$ cat config.mk
export PLATFORM = sky130hd
export DESIGN_NAME = gnr_attractor_ctrl
export DESIGN_NICKNAME = d
export VERILOG_FILES = /design/src/rtl/gnr_pkg.sv /design/src/rtl/gnr_step_counter.sv /design/src/rtl/gnr_attractor_ctrl.sv
export SDC_FILE = /design/constraint.sdc
export NUM_CORES = 1
export LEC_CHECK = 0
export CORE_MARGIN = 10
export CORE_UTILIZATION = 46
export DETAILED_ROUTE_END_ITERATION = 10
export GPL_TIMING_DRIVEN = 0
export HOLD_SLACK_MARGIN = 0.15
export PLACE_DENSITY = 0.76
export SLEW_MARGIN = 10
export SYNTH_ARGS = -nofsm -noshare
export SYNTH_HDL_FRONTEND = slang
export SYNTH_SLANG_ARGS = --single-unit
$ cat constraint.sdc
create_clock -name clk -period 3.8 [get_ports clk]
set_clock_uncertainty 0.15 [all_clocks]
set_input_delay 0.57 -clock clk [delete_from_list [all_inputs] [get_ports clk]]
set_output_delay 0.57 -clock clk [all_outputs]
set_load 0.005 [all_outputs]
$ cat src/rtl/gnr_pkg.sv
// rtl/gnr_pkg.sv - shared types and defaults for the gene regulatory network attractor controller
package gnr_pkg;

    localparam int GNR_NUM_NOS = 8;
    localparam int GNR_CNT_W   = 16;

    typedef enum logic [2:0] {
        ST_IDLE,
        ST_LOAD,
        ST_MEET,
        ST_PERIOD,
        ST_REPORT,
        ST_NEXT,
        ST_DONE
    } gnr_state_e;

    typedef struct packed {
        logic [GNR_NUM_NOS-1:0] init;
        logic [GNR_CNT_W-1:0]   meet;
        logic [GNR_CNT_W-1:0]   period;
        logic                   timeout;
    } gnr_result_t;

endpackage

$ cat src/rtl/gnr_step_counter.sv
// rtl/gnr_step_counter.sv - clearable step counter that sticks at all-ones, with a limit compare
module gnr_step_counter
    import gnr_pkg::*;
#(
    parameter int CNT_W = GNR_CNT_W
) (
    input  logic             clk,
    input  logic             rst,
    input  logic             clr,
    input  logic             en,
    input  logic [CNT_W-1:0] limit,
    output logic [CNT_W-1:0] count,
    output logic             sat,
    output logic             at_limit
);

    assign sat      = &count;
    assign at_limit = (count == limit);

    always_ff @(posedge clk or posedge rst) begin
        if (rst) begin
            count <= '0;
        end else if (clr) begin
            count <= '0;
        end else if (en && !sat) begin
            count <= count + 1'b1;
        end
    end

endmodule

$ cat src/rtl/gnr_attractor_ctrl.sv
// rtl/gnr_attractor_ctrl.sv - sequences initial states through the network and reports each attractor
// found by a tortoise/hare meet search followed by a period count.
module gnr_attractor_ctrl
    import gnr_pkg::*;
#(
    parameter int NUM_NOS   = GNR_NUM_NOS,
    parameter int CNT_W     = GNR_CNT_W,
    parameter int MAX_STEPS = 65535
) (
    input  logic               clk,
    input  logic               rst,
    input  logic               start,
    input  logic [NUM_NOS-1:0] init_base,
    input  logic [NUM_NOS:0]   init_count,
    input  logic [NUM_NOS-1:0] s0_vec,
    input  logic [NUM_NOS-1:0] s1_vec,
    output logic               reset_nos,
    output logic               start_s0,
    output logic               start_s1,
    output logic [NUM_NOS-1:0] init_state,
    output logic               res_valid,
    input  logic               res_ready,
    output logic [NUM_NOS-1:0] res_init,
    output logic [CNT_W-1:0]   res_meet,
    output logic [CNT_W-1:0]   res_period,
    output logic               res_timeout,
    output logic               busy,
    output logic               done
);

    localparam logic [CNT_W-1:0] STEP_LIMIT = CNT_W'(MAX_STEPS);
    localparam logic [CNT_W-1:0] PER_LIMIT  = '1;

    gnr_state_e         state;
    logic [NUM_NOS-1:0] cur;
    logic [NUM_NOS:0]   remaining;
    logic [CNT_W-1:0]   step_cnt;
    logic [CNT_W-1:0]   per_cnt;
    logic               step_sat, step_at_lim;
    logic               per_sat, per_at_lim;
    logic               vec_eq, meet_hit, meet_to, per_hit, per_to, per_step;
    logic               unused_flags;

    // Strobes are decoded from the live compare so the step that would overshoot a match is never issued.
    assign vec_eq   = (s0_vec == s1_vec);
    assign meet_hit = (state == ST_MEET) && (step_cnt >= CNT_W'(2)) && vec_eq;
    assign meet_to  = (state == ST_MEET) && !meet_hit && step_at_lim;
    assign per_hit  = (state == ST_PERIOD) && (per_cnt != '0) && vec_eq;
    assign per_to   = (state == ST_PERIOD) && !per_hit && per_sat;
    assign per_step = (state == ST_PERIOD) && !per_hit && !per_to;

    assign start_s0   = (state == ST_MEET) && !meet_hit && !meet_to;
    assign start_s1   = start_s0 || per_step;
    assign reset_nos  = (state == ST_LOAD);
    assign busy       = (state != ST_IDLE);
    assign init_state = cur;

    assign unused_flags = step_sat ^ per_at_lim;

    gnr_step_counter #(.CNT_W(CNT_W)) u_step_cnt (
        .clk      (clk),
        .rst      (rst),
        .clr      (state == ST_LOAD),
        .en       (start_s0),
        .limit    (STEP_LIMIT),
        .count    (step_cnt),
        .sat      (step_sat),
        .at_limit (step_at_lim)
    );

    gnr_step_counter #(.CNT_W(CNT_W)) u_per_cnt (
        .clk      (clk),
        .rst      (rst),
        .clr      (state == ST_LOAD),
        .en       (per_step),
        .limit    (PER_LIMIT),
        .count    (per_cnt),
        .sat      (per_sat),
        .at_limit (per_at_lim)
    );

    always_ff @(posedge clk or posedge rst) begin
        if (rst) begin
            state       <= ST_IDLE;
            cur         <= '0;
            remaining   <= '0;
            res_valid   <= 1'b0;
            res_init    <= '0;
            res_meet    <= '0;
            res_period  <= '0;
            res_timeout <= 1'b0;
            done        <= 1'b0;
        end else begin
            case (state)
                ST_IDLE: begin
                    done <= 1'b0;
                    if (start) begin
                        cur       <= init_base;
                        remaining <= init_count;
                        state     <= (init_count == '0) ? ST_DONE : ST_LOAD;
                    end
                end
                ST_LOAD: state <= ST_MEET;
                ST_MEET: begin
                    if (meet_hit) begin
                        res_meet <= step_cnt;
                        state    <= ST_PERIOD;
                    end else if (meet_to) begin
                        res_meet    <= step_cnt;
                        res_period  <= '0;
                        res_timeout <= 1'b1;
                        res_init    <= cur;
                        res_valid   <= 1'b1;
                        state       <= ST_REPORT;
                    end
                end
                ST_PERIOD: begin
                    if (per_hit || per_to) begin
                        res_period  <= per_hit ? per_cnt : '0;
                        res_timeout <= per_to;
                        res_init    <= cur;
                        res_valid   <= 1'b1;
                        state       <= ST_REPORT;
                    end
                end
                ST_REPORT: begin
                    if (res_ready) begin
                        res_valid <= 1'b0;
                        remaining <= remaining - 1'b1;
                        cur       <= cur + 1'b1;
                        state     <= ST_NEXT;
                    end
                end
                ST_NEXT: state <= (remaining != '0) ? ST_LOAD : ST_DONE;
                ST_DONE: begin
                    done  <= 1'b1;
                    state <= ST_IDLE;
                end
                default: state <= ST_IDLE;
            endcase
        end
    end

endmodule

==> metrics.csv, run 1 <==
stage,metric,value,unit
status,status,completed,
cts,clock tree buffer depth,2,
synth,mapped cell area,4942,µm²
finish,# diodes,0,
global_route,initial antenna violation count,0,
sta,"Setup violations, final",0,
synth,most common library cells after synthesis,"95 x dfrtp_1, 37 x a21oi_1, 37 x nand2_1, 30 x nand3_1, 25 x nor2_1",
finish,share of layout cells above drive strength 1,0.07692,
place,RD Place Congestion,0.9094,
place,Place WS,0.08009,ns
sta,"Slew Viols, Final",0,
floorplanning,die width,123.7,µm
setup_path,CP Class,input pin to output pin,
cts,Post-CTS Setup Bufs,0,
setup_path,crit path DAT,2.93,ns
synth,Main synth FF type,dfrtp_1,
detailed_routing,DRC,0,
sta,final hold vios,0,
setup_path,CP max FO,8,
synth,ys async rst share,1.000,
global_route,global-route wire length before repair,22.25,mm
synth,sequential fraction of the synthesis area,0.4810,
place,dpl hpwl,9.906,mm
power_and_ir_drop,Power Density,555.6,nW/µm²
sta,final worst path period need,3.646,ns
sta,FMAX,274.3,MHz
floorplanning,die height,123.7,µm
finish,Final nets,636,
cts,Clock Sink Count,95,
synth,Synth Area per Inst,10.07,µm²
sta,Min Hold Slack,0.3456,ns
sta,Post-Route Setup TNS,0,ns
sta,Worst Tran Pin Value,0.8226,ns
global_route,gr usage total,0.1778,
job,Max-Cap Viols,0,
finish,P&R area growth vs syn,27.32,%
synth,register bit total from synthesis,95,
detailed_routing,per-cell routed wire length,18.35,µm
setup_path,"CP delay by family, top",buffers and inverters,
synth,Mapped Cells,491,
sta,RSZ-0062 raised after global routing,false,
floorplanning,core area,10420,µm²
global_route,grt ovf,0,
setup_path,critical path endpoint category,output pin,
synth,Synth top area share,0.4810,
global_route,largest net degree at the start of global routing,62,
cts,Clock transition at path regs,0.09,ns
synth,Mapped Nets,534,
detailed_routing,1st-iter DRT viols,428,
finish,fillers,870,
synth,dominant cells by area after synthesis,"dfrtp_1 48%, mux2_1 5.5%, a21oi_1 3.7%, nand3_1 3.0%, a22o_1 3.0%",
synth,Synth Warn #,0,
cts,H-Tree Depth,3,
detailed_routing,Post-DRT Antenna Nets,0,
detailed_routing,DR vias,4496,
synth,distinct cell type count after synthesis,60,
cts,CTS Buf Count,9,
floorplanning,Initial Util,0.4745,
setup_path,CP cell instances,clkdlybuf4s50_1 -> xnor2_1 -> nand4_4 -> or3_1 -> clkbuf_1 -> nand2_1 -> nand2_1 -> clkdlybuf4s50_1,
sta,post-route clock period utilization,0.9595,
sta,worst relative slew slack,0.4470,
detailed_routing,post-DR vias/cell,6.125,
cts,"Clk Latency, worst-skew pair",0.37,ns
setup_path,CP peak stage delay,0.47,ns
synth,"count leader, synth",dfrtp_1,
setup_path,startpoint types,input pin,
place,IO Port Bufs,91,
min_path,worst min path class,register to register,
synth,Post-synth EDFFs,0,
floorplanning,Die ar.,15290,µm²
power_and_ir_drop,Static Leak,2.588,nW
sta,worst setup margin,0.1538,ns
setup_path,Worst Path Required,3.08,ns
setup_path,Buf/Inv on CP,3,
floorplanning,Top Ports,92,
synth,Synth area leader,dfrtp_1,
detailed_routing,Detailed Routing Iterations Pass 1,5,
cts,Root Driver,clkbuf_8,
floorplanning,Rows,37,
global_route,vias in the first global route,4372,
setup_path,crit path max-delay cell type,clkdlybuf4s50_1,
power_and_ir_drop,Peak supply drop,0.2920,mV
cts,CTS tree,done,
detailed_routing,final WL,13.47,mm
## per-layer routing
metal | vias to the layer above | track usage | wire (µm)
met5 | - | 0 | 0
met4 | 0 | 0.05095 | 210
met3 | 23 | 0.03620 | 959
met2 | 187 | 0.2921 | 6723
met1 | 2222 | 0.2328 | 5574
li1 | 2064 | - | -
## worst reg2reg max path, cell delays in order, from the launching register on
cell	delay [ns]
dfrtp_1	0.43
inv_1	0.09
ha_1	0.21
nor4_1	0.18
and4_1	0.35
o32ai_2	0.13
nand2_1	0.30
buf_2	0.33
mux2_1	0.37
## placed cells by master (no fill, tap or decap), types with 10 or more instances in the layout
cell / netlist / layout
nand3_1: 30 / 30
buf_2: 9 / 10
dfrtp_1: 95 / 95
clkdlybuf4s50_1: 0 / 91
clkbuf_1: 20 / 19
nor2_1: 25 / 24
o31ai_1: 18 / 18
a22o_1: 17 / 17
nor4_1: 16 / 16
nand2_1: 37 / 37
nor3_1: 11 / 11
a21oi_1: 37 / 37
clkbuf_8: 0 / 11
mux2_1: 24 / 24
or4_1: 15 / 15
o21ai_0: 15 / 15
## cell families after synthesis
kind of cell,count (synthesis),synth area share
xor+xnor,8,0.01418
mux,33,0.07291
flops,95,0.4810
compound gates,128,0.1813
fa+ha+maj,6,0.01519
buf+inv,43,0.03646
simple gates,178,0.1990
## report_power, final
group / total, mW / leakage, nW / internal (mW) / switching (mW)
Sequential: 1.39 / 1.25 / 1.20 / 0.191
Combinational: 1.40 / 1.23 / 0.612 / 0.784
Clock: 0.710 / 0.103 / 0.345 / 0.365
## final cells by class
class | instances | area [µm²] | area share
Clock inverter | 5 | 62.56 | 0.009942
Inverter | 12 | 47.55 | 0.007556
Tap cell | 136 | 170.2 | 0.02704
Multi-Input combinational cell | 353 | 2412 | 0.3834
Timing Repair Buffer | 92 | 938.4 | 0.1491
Clock buffer | 11 | 151.4 | 0.02406
Sequential cell | 95 | 2377 | 0.3778
Buffer | 30 | 132.6 | 0.02108
## flip-flops by register name, indices dropped and copies added, names as in the netlist
register / flops
u_step_cnt.count: 16
res_meet: 16
init_state: 8
res_timeout: 1
done: 1
state: 3
res_init: 8
res_period: 16
res_valid: 1
remaining: 9
u_per_cnt.count: 16
## path summary, 6_finish.rpt
kind	startpoint	to	slack, ns	depth (start not counted)
max in group asynchronous	rst	u_per_cnt.count[13]$_DFFE_PP0P_	2.42	3
setup / recovery	s1_vec[4]	start_s1	0.15	8
min in group asynchronous	rst	res_meet[2]$_DFFE_PP0P_	0.42	2
setup reg to reg	u_step_cnt.count[0]$_DFFE_PP0P_	res_meet[8]$_DFFE_PP0P_	1.15	8
hold reg to reg	res_init[4]$_DFFE_PP0P_	res_init[4]$_DFFE_PP0P_	0.35	1
hold / removal	res_init[4]$_DFFE_PP0P_	res_init[4]$_DFFE_PP0P_	0.35	1
## repair_timing
item                       CTS  global route
pin swaps                    0             0
resized for setup            1             4
setup endpoints to repair    1             2
hold buffers                 0             0
## through the flow
step                      cell area, µm²    util  cells  total power [mW]
after detailed placement            6053  0.5811    719             2.787
after CTS                           6269  0.6018    735             3.500
after floorplan                     4942       -    491             2.188
final                               6292  0.6041    734             3.496
after global placement              6023  0.5783    718             2.729
after global routing                6292  0.6041    734             3.742
No activity file was read; power rests on OpenSTA's default activity.
==> inputs of run 2 (changes only) <==
--- a/config.mk
+++ b/config.mk
@@ -5,7 +5,6 @@
 export SDC_FILE = /design/constraint.sdc
 export NUM_CORES = 1
 export LEC_CHECK = 0
-export CORE_MARGIN = 10
 export CORE_UTILIZATION = 46
 export DETAILED_ROUTE_END_ITERATION = 10
 export GPL_TIMING_DRIVEN = 0
==> metrics.csv, run 2 (synthesized netlist as in run 1, its figures left out) <==
stage,metric,value,unit
status,status,completed,
place,Placement Cell Area,6053,µm²
sta,worst relative slew slack,0.4116,
global_route,vias in the first global route,4241,
sta,RSZ-0062 raised after global routing,false,
setup_path,Buf/Inv on CP,3,
detailed_routing,Post-DRT Antenna Nets,0,
place,Placed Instances,719,
min_path,hold endpoint,res_meet[13]$_DFFE_PP0P_,
setup_path,crit path max-delay cell type,clkdlybuf4s50_1,
setup_path,CP max FO,8,
finish,final core occ,0.6039,
global_route,initial antenna violation count,0,
setup_path,flop-to-flop setup slack,1.17,ns
floorplanning,die width,105.7,µm
place,RD Place Congestion,0.8719,
floorplanning,core area,10370,µm²
global_route,gr usage total,0.2334,
detailed_routing,1st-iter DRT viols,231,
setup_path,CP peak stage delay,0.49,ns
sta,"Slew Viols, Final",0,
sta,final worst path period need,3.663,ns
place,IO Port Bufs,91,
power_and_ir_drop,Power Density,556.8,nW/µm²
setup_path,"CP delay by family, top",buffers and inverters,
sta,worst setup margin,0.1370,ns
global_route,largest net degree at the start of global routing,60,
finish,most frequent cells in the layout,"95 x dfrtp_1, 91 x clkdlybuf4s50_1, 37 x nand2_1, 37 x a21oi_1, 30 x nand3_1",
place,dpl hpwl,8.946,mm
setup_path,CP cell instances,clkdlybuf4s50_1 -> xnor2_1 -> nand4_2 -> or3_1 -> clkbuf_1 -> nand2_1 -> nand2_1 -> clkdlybuf4s50_1,
setup_path,Critical R2R Capture,res_meet[4]$_DFFE_PP0P_,
setup_path,reg2reg path depth,8,
power_and_ir_drop,Peak supply drop,0.2427,mV
detailed_routing,Detailed Routing Iterations Pass 1,5,
floorplanning,die height,105.7,µm
sta,"Setup violations, final",0,
sta,final hold vios,0,
finish,share of layout cells above drive strength 1,0.07191,
detailed_routing,DR vias,4442,
global_route,global-route wire length before repair,20.95,mm
floorplanning,Rows,37,
cts,Root Driver,clkbuf_8,
cts,CTS Buf Count,9,
detailed_routing,final WL,12.31,mm
global_route,grt ovf,0,
finish,"commonest non-fill, non-tap cell in the layout",dfrtp_1,
power_and_ir_drop,Static Leak,2.594,nW
floorplanning,Die ar.,11160,µm²
job,Max-Cap Viols,0,
min_path,worst min path class,register to register,
min_path,hold depth,1,
cts,H-Tree Depth,3,
cts,clock tree buffer depth,2,
setup_path,CP Class,input pin to output pin,
finish,fin area,6262,µm²
finish,# diodes,0,
place,Place WS,0.1354,ns
setup_path,crit path DAT,2.94,ns
cts,"Clk Latency, worst-skew pair",0.37,ns
setup_path,RR Startpoint,u_step_cnt.count[0]$_DFFE_PP0P_,
sta,FMAX,273.0,MHz
setup_path,startpoint types,input pin,
finish,Final nets,636,
cts,Clock Sink Count,95,
floorplanning,Initial Util,0.4766,
cts,Post-CTS Hold Fix Bufs,0,
min_path,Hold Startpoint,res_meet[13]$_DFFE_PP0P_,
setup_path,crit path from,s0_vec[1],
finish,fin cells,734,
sta,Post-Route Setup TNS,0,ns
finish,P&R area growth vs syn,26.71,%
power_and_ir_drop,Tot Pwr,3.487,mW
detailed_routing,post-DR vias/cell,6.052,
sta,post-route clock period utilization,0.9639,
cts,CTS tree,done,
sta,Worst Tran Pin Value,0.8753,ns
sta,Min Hold Slack,0.3434,ns
detailed_routing,per-cell routed wire length,16.76,µm
setup_path,critical path endpoint category,output pin,
floorplanning,Top Ports,92,
cts,Clock transition at path regs,0.08,ns
detailed_routing,DRC,0,
setup_path,Worst Path Required,3.08,ns
run 2: cell count changes in the layout (fill, tap and decap cells not counted), sizes merged:
cell and delta:
clkinv +3, clkinvlp -2, bufinv +1, clkbuf -1
inv -1
run 2: how the worst max path moves through the flow:
stage	endpoint	depth (start not counted)
3_5_place_dp	start_s1	8
2_1_floorplan	done$_DFFE_PP0P_	1
4_1_cts	reset_nos	7
6_report	start_s1	8
5_1_grt	start_s1	8
3_3_place_gp	res_period[0]$_DFFE_PP0P_	2
run 2: final cells by class:
| type | instances | area (µm²) |
|---|---|---|
| plain buffers | 30 | 132.6 |
| inverters | 12 | 47.55 |
| well taps | 136 | 170.2 |
| multi-input cells | 353 | 2385 |
| clock inverters | 6 | 83.83 |
| clock buffers | 10 | 127.6 |
| flip-flops and latches | 95 | 2377 |
| repair buffers | 92 | 938.4 |
| fillers | 902 | 4108 |
run 2: repair_timing:
action / in CTS / in global routing
endpoints found under the setup margin: 1 / 1
setup buffers: 0 / 0
resized for setup: 1 / 0
run 2: where the power goes:
| group | leakage (nW) | internal (mW) | total [mW] | switching [mW] |
|---|---|---|---|---|
| registers | 1.25 | 1.20 | 1.39 | 0.195 |
| clock network | 0.110 | 0.370 | 0.724 | 0.354 |
| logic | 1.23 | 0.610 | 1.37 | 0.760 |
| total | 2.59 | 2.18 | 3.49 | 1.31 |
run 2: layer usage:
layer | part of all wire | vias up | GRT usage
li1 | - | 2065 | -
met1 | 0.44 | 2188 | 0.3291
met2 | 0.48 | 168 | 0.3632
met3 | 0.055 | 21 | 0.02907
met4 | 0.019 | 0 | 0.09722
met5 | 0 | - | 0
==> inputs of run 3 (changes only) <==
--- a/config.mk
+++ b/config.mk
@@ -9,8 +9,9 @@
 export DETAILED_ROUTE_END_ITERATION = 10
 export GPL_TIMING_DRIVEN = 0
 export HOLD_SLACK_MARGIN = 0.15
-export PLACE_DENSITY = 0.76
+export PLACE_DENSITY = 0.74
 export SLEW_MARGIN = 10
 export SYNTH_ARGS = -nofsm -noshare
 export SYNTH_HDL_FRONTEND = slang
+export SYNTH_HIERARCHICAL = 1
 export SYNTH_SLANG_ARGS = --single-unit
==> metrics.csv, run 3 <==
stage,metric,value,unit
status,status,completed,
sta,FMAX,277.3,MHz
synth,mapped cell area,5151,µm²
finish,"commonest non-fill, non-tap cell in the layout",dfrtp_1,
cts,Root Driver,clkbuf_8,
cts,Post-CTS Hold Fix Bufs,0,
place,Place WS,0.1090,ns
floorplanning,die width,107.8,µm
setup_path,flop-to-flop setup slack,0.38,ns
power_and_ir_drop,Static Leak,2.696,nW
min_path,worst min path class,register to register,
cts,CTS Buf Count,9,
setup_path,reg2reg path depth,12,
synth,Mapped Cells,532,
global_route,vias in the first global route,4438,
sta,final hold vios,0,
setup_path,CP Class,register to output pin,
global_route,largest net degree at the start of global routing,64,
setup_path,startpoint types,register,
min_path,hold depth,2,
detailed_routing,DRC,0,
power_and_ir_drop,Peak supply drop,0.2699,mV
place,Placed Instances,779,
setup_path,CP max FO,8,
power_and_ir_drop,Power Density,505.9,nW/µm²
cts,"Clk Latency, worst-skew pair",0.37,ns
place,RD Place Congestion,0.8975,
finish,final core occ,0.5993,
floorplanning,core area,10890,µm²
sta,post-route clock period utilization,0.9491,
detailed_routing,per-cell routed wire length,15.99,µm
finish,share of layout cells above drive strength 1,0.1008,
detailed_routing,DR vias,4610,
floorplanning,die height,107.8,µm
floorplanning,Rows,38,
job,Max-Cap Viols,0,
detailed_routing,1st-iter DRT viols,288,
detailed_routing,post-DR vias/cell,5.799,
global_route,gr usage total,0.2314,
finish,fin cells,795,
cts,clock tree buffer depth,2,
detailed_routing,final WL,12.71,mm
detailed_routing,Detailed Routing Iterations Pass 1,5,
finish,# diodes,0,
synth,Synth Area per Inst,9.683,µm²
global_route,global-route wire length before repair,21.21,mm
sta,worst setup margin,0.1933,ns
setup_path,Worst Path Required,3.08,ns
cts,H-Tree Depth,3,
cts,Clock Sink Count,95,
setup_path,crit path DAT,2.89,ns
place,dpl hpwl,9.254,mm
cts,CTS tree,done,
sta,worst relative slew slack,0.4724,
global_route,grt ovf,0,
cts,Clock transition at path regs,0.10,ns
detailed_routing,Post-DRT Antenna Nets,0,
finish,most frequent cells in the layout,"95 x dfrtp_1, 91 x clkdlybuf4s50_1, 50 x nand2_1",
sta,"Setup violations, final",0,
setup_path,critical path endpoint category,output pin,
finish,Final nets,691,
floorplanning,Initial Util,0.4731,
cts,Post-CTS Setup Bufs,0,
sta,Worst Tran Pin Value,0.7853,ns
global_route,initial antenna violation count,0,
floorplanning,Die ar.,11630,µm²
sta,"Slew Viols, Final",0,
synth,Synth Warn #,6,
finish,P&R area growth vs syn,26.67,%
sta,Min Hold Slack,0.3350,ns
sta,final worst path period need,3.607,ns
finish,fillers,949,
place,IO Port Bufs,91,
floorplanning,Top Ports,92,
[run 3: worst paths after layout]
path	from	end
min reg2reg	res_valid$_DFFE_PP0P_	res_valid$_DFFE_PP0P_
max in group asynchronous	rst	remaining[7]$_DFFE_PP0P_
min	res_valid$_DFFE_PP0P_	res_valid$_DFFE_PP0P_
max	u_per_cnt/count[0]$_DFFE_PP0P_	start_s1
min in group asynchronous	rst	u_step_cnt/count[0]$_DFFE_PP0P_
max reg2reg	u_per_cnt/count[0]$_DFFE_PP0P_	u_per_cnt/count[15]$_DFFE_PP0P_
[run 3: per-stage QoR]
step	TNS, ns	total power, mW	cell area [µm²]
2_1_floorplan	0	2.099	5207
3_3_place_gp	-0.03268	2.582	6294
6_report	0	3.301	6525
3_5_place_dp	0	2.637	6312
4_1_cts	0	3.314	6509
5_1_grt	-0.005591	3.524	6525
[run 3: timing repair]
action | in CTS | in global routing
hold endpoints to repair | 0 | 0
setup endpoints to repair | 0 | 2
gates resized for setup | 0 | 4
[run 3: per-layer routing]
metal  track usage  part of all wire  wire [µm]
met5             0                 0          0
met4       0.08806             0.016        202
met3       0.03814             0.067        856
met2        0.3723              0.47       6025
met1        0.3122              0.44       5627
[run 3: worst max-delay path, cell delays in order (launching register included)]
cell             delay [ns]
dfrtp_1                0.47
ha_1                   0.25
nand4_1                0.20
nor2_1                 0.15
nand2_1                0.16
inv_1                  0.05
nand3b_1               0.25
a31oi_4                0.31
a21o_1                 0.14
clkdlybuf4s50_1        0.52
[run 3: area by class of cell]
class	instances	area, µm²	area share
flip-flops and latches	95	2377	0.3643
multi-input cells	409	2661	0.4079
clock inverters	7	72.57	0.01112
well taps	140	175.2	0.02685
inverters	16	62.56	0.009588
plain buffers	27	130.1	0.01994
clock buffers	9	123.9	0.01898
repair buffers	92	922.1	0.1413
[run 3: report_power, final]
| part | switching [mW] | internal [mW] |
|---|---|---|
| Sequential | 0.172 | 1.19 |
| Combinational | 0.666 | 0.602 |
| Clock | 0.414 | 0.259 |
| Total | 1.25 | 2.05 |
